==> config.mk <==
export PLATFORM = sky130hd
export DESIGN_NAME = booth_acc
export DESIGN_NICKNAME = d
export VERILOG_FILES = /design/src/rtl/booth_acc.sv
export SDC_FILE = /design/constraint.sdc
export NUM_CORES = 1
export LEC_CHECK = 0
export BUFFER_PORTS_ARGS = -buffer_cell sky130_fd_sc_hd__buf_2
export CAP_MARGIN = 15
export CORE_UTILIZATION = 39
export CTS_CLUSTER_DIAMETER = 30
export DETAILED_ROUTE_END_ITERATION = 12
export PLACE_DENSITY = 0.69
export SLEW_MARGIN = 20
export SYNTH_ARGS = -nofsm -noshare
export SYNTH_HDL_FRONTEND = slang
export SYNTH_SLANG_ARGS = --single-unit
==> constraint.sdc <==
create_clock -name clk -period 4.37 [get_ports clk]
set_clock_uncertainty 0.2 [all_clocks]
set_input_delay 0.6555 -clock clk [delete_from_list [all_inputs] [get_ports clk]]
set_output_delay 0.6555 -clock clk [all_outputs]
set_load 0.02 [all_outputs]
==> src/rtl/booth_acc.sv <==
// Frame accumulator for the Booth multiplier product stream: sums signed terms
// until in_last, then holds the total for downstream. Define BOOTH_ACC_SAT_EN to clamp on overflow.
module booth_acc #(
    parameter int WIDTH = 4,
    parameter int ACC_W = 16,
    parameter int CNT_W = 8
) (
    input  logic               clk,
    input  logic               rst,
    input  logic               in_valid,
    output logic               in_ready,
    input  logic [2*WIDTH-1:0] in_p,
    input  logic               in_last,
    output logic               out_valid,
    input  logic               out_ready,
    output logic [ACC_W-1:0]   out_acc,
    output logic [CNT_W-1:0]   out_count,
    output logic               out_ovf
);

    typedef enum logic {
        ACC,
        HOLD
    } state_t;

    localparam logic [CNT_W-1:0] CNT_MAX = {CNT_W{1'b1}};
`ifdef BOOTH_ACC_SAT_EN
    localparam logic [ACC_W-1:0] SAT_MAX = {1'b0, {(ACC_W-1){1'b1}}};
    localparam logic [ACC_W-1:0] SAT_MIN = {1'b1, {(ACC_W-1){1'b0}}};
`endif

    state_t           state;
    state_t           state_next;
    logic [ACC_W-1:0] acc;
    logic [CNT_W-1:0] cnt;
    logic             ovf;
    logic             first;

    logic [ACC_W-1:0] term;
    logic [ACC_W-1:0] sum;
    logic [ACC_W-1:0] sum_next;
    logic             ovf_now;
    logic             accept;

    // The product is two's complement, so it must be sign-extended into the accumulator.
    assign term    = ACC_W'($signed(in_p));
    assign sum     = acc + term;
    assign ovf_now = (acc[ACC_W-1] == term[ACC_W-1]) && (sum[ACC_W-1] != term[ACC_W-1]);
    assign accept  = in_valid && in_ready;

`ifdef BOOTH_ACC_SAT_EN
    assign sum_next = ovf_now ? (term[ACC_W-1] ? SAT_MIN : SAT_MAX) : sum;
`else
    assign sum_next = sum;
`endif

    always_ff @(posedge clk or posedge rst) begin
        if (rst) begin
            state <= ACC;
        end else begin
            state <= state_next;
        end
    end

    always_comb begin
        state_next = state;
        in_ready   = 1'b0;
        out_valid  = 1'b0;
        case (state)
            ACC: begin
                in_ready = 1'b1;
                if (in_valid && in_last) begin
                    state_next = HOLD;
                end
            end
            HOLD: begin
                out_valid = 1'b1;
                if (out_ready) begin
                    state_next = ACC;
                end
            end
            default: state_next = ACC;
        endcase
    end

    // Registers are left as-is after the hand-off; 'first' makes the next term restart them.
    always_ff @(posedge clk or posedge rst) begin
        if (rst) begin
            acc   <= '0;
            cnt   <= '0;
            ovf   <= 1'b0;
            first <= 1'b1;
        end else if (accept) begin
            if (first) begin
                acc <= term;
                ovf <= 1'b0;
                cnt <= CNT_W'(1);
            end else begin
                acc <= sum_next;
                ovf <= ovf | ovf_now;
                cnt <= (cnt == CNT_MAX) ? cnt : cnt + CNT_W'(1);
            end
            first <= in_last;
        end
    end

    assign out_acc   = acc;
    assign out_count = cnt;
    assign out_ovf   = ovf;

endmodule

==> out/metrics.cfg <==
[clock_tree]
clk_latency_ps=280
cts_hold_buffers=0
cts_made_buffers=3
clk_pin_slew_ps=110
cts_buffer_depth=2
cts_sinks=27
cts_max_level=1
cts_root_buffer=clkbuf_8
cts_resized=0
cts_tree=built
cts_setup_buffers=0

[place]
dp_cells=326
io_buffer_count=39
dp_hpwl_um=3180
globalplace.congestion=0.844

[global_route]
antenna_found_initial=0
track_usage=0.180
grt_pass1_wl_um=7540
grt_max_degree=37
overflow=0
grt_pass1_vias=1705

[critical_path]
cp.arrival_ps=2970
criticalPathCategory=input pin to flip-flop
cpPeakStageDelay_ps=470
crit_chain=buf_2 > ha_1 > inv_1 > fa_1 > nor2b_4 > o31a_1 > o31a_1 > a221oi_2 > o21ai_1 > or4b_1 > nand3_1
required_ps=4390
path_common_cell=o31a_1
cp_num_buf_inv=2
cp_slowest_cell=or4b_1
startpoint_type=input pin
critical_path_peak_fanout=3
critPathCaptureType=flip-flop
cp_top_family=compound AO/OA/AOI/OAI gates

[finish]
final_nets=294
stdcell_count=330
drive_gt1_frac=0.198
final_util=0.474
diodes=0
final_common_cell=buf_2
area_growth_pct=16.0
mostFrequentLayoutCells=39 x buf_2, 30 x a21oi_1, 26 x dfrtp_1

[drt]
vias=1785
wl_per_cell_um=13.3
drt-initial-drc-count=127
drc=0
viasPerCell=5.41
wl_um=4400
drtPass1Iterations=4
postRouteAntennaNets=0

[sta]
setup_violations=0
hold_ws_ps=217
clock.fmax_mhz=339
period_minus_slack_ps=2950
period_share=0.675
tightestPinTransition_ps=635
hold_viol=0
relSlewSlack=0.577
fin_tns_setup_ps=0
drv_slew=0
rsz0062_at_grt=no

[logic_synthesis]
synth_ff_type=dfrtp_1
synth_fp_nets=257
ys_ff_latch=27
yosysWarnings=0
synth_cell_types=47
synthCells=227
syn_area_um2=1940
synth_edf_count=0
ys_seq_area_frac=0.348
synth.avg_cell_area_um2=8.56
async_flop_share=1.00

[power_and_ir_drop]
power_density_nw_per_um2=644
ir_drop_mv=0.301
p_leak_nw=1.07

[floorplan]
start_util=0.409
die_w_um=72.6
fp.dieH_um=72.6
io_pins=40
design.core.area_um2=4750
rows=25
dieArea_um2=5270

[status]
status=completed

[job]
drv_cap=0

[worst_hold_path]
hold_path.class=input pin to async pin

-- power breakdown --
part / internal [mW] / switching, mW
logic: 0.360 / 0.496
registers: 0.342 / 0.0973
clock network: 0.0671 / 0.0896
total: 0.768 / 0.683
-- cells in the mapped netlist, types with 2 or more instances --
master / count / area [um^2]
a211oi_1: 3 / 22.5
a21o_1: 6 / 45.0
a21oi_1: 30 / 150
a31o_1: 3 / 26.3
a31oi_1: 3 / 18.8
and2_1: 2 / 12.5
and3_1: 4 / 25.0
clkbuf_1: 9 / 33.8
dfrtp_1: 26 / 651
ha_1: 16 / 200
inv_1: 7 / 26.3
mux2i_1: 4 / 40.0
nand2_1: 22 / 82.6
nand3_1: 4 / 20.0
nor2_1: 19 / 71.3
nor2b_1: 2 / 12.5
nor3_1: 6 / 30.0
nor3b_1: 4 / 30.0
o211ai_1: 2 / 15.0
o21a_1: 3 / 22.5
o21ai_0: 2 / 10.0
o21ai_1: 17 / 85.1
o22a_1: 2 / 17.5
o31a_1: 2 / 17.5
xnor2_1: 4 / 35.0
xor2_1: 4 / 35.0
-- kinds of logic after synthesis --
family,share of synthesized area
multiplexers,0.0206
AO/OA/AOI/OAI,0.269
XOR/XNOR,0.0361
adder cells (fa/ha/maj),0.113
buffers and inverters,0.0328
flip-flops,0.348
AND/OR/NAND/NOR,0.180
-- metal layers --
layer,track usage,share of wire,up-vias
met2,0.306,0.47,41
met4,0.0523,0.0089,0
li1,-,-,910
met1,0.227,0.47,828
met5,0,0,-
met3,0.0414,0.049,6
-- area by class of cell --
class	count	area, um^2
Fill cell	492	2500
Multi-Input combinational cell	183	1200
Sequential cell	27	677
Timing Repair Buffer	41	210
Tap cell	67	83.8
Clock buffer	3	41.3
Inverter	8	30.0
Clock inverter	1	8.76
-- through the flow --
step	cell area, um^2	total power [mW]	worst slack, ps
3_5_place_dp	2200	1.30	1150
5_1_grt	2250	1.58	1290
4_1_cts	2250	1.46	1440
3_3_place_gp	2200	1.28	1240
6_report	2250	1.45	1420
2_1_floorplan	1940	1.08	1460
-- registers in the layout (all words and copies together) (netlist names) --
| name | count |
|---|---|
| out_acc | 16 |
| out_ovf | 1 |
| first | 1 |
| out_count | 8 |
| state | 1 |
-- worst paths after layout --
| kind | cells past startpoint | from | slack [ps] | end |
|---|---|---|---|---|
| setup / recovery | 11 | in_p[0] | 1420 | out_acc[14] |
| hold / removal | 2 | rst | 220 | out_acc[2] |
| setup reg to reg | 10 | out_acc[0] | 1490 | out_acc[14] |
| hold reg to reg | 2 | out_ovf | 290 | out_ovf |
| max in group asynchronous | 2 | rst | 3360 | out_acc[14] |
| min in group clk | 2 | out_ovf | 290 | out_ovf |
No activity file was read; power rests on OpenSTA's default activity.
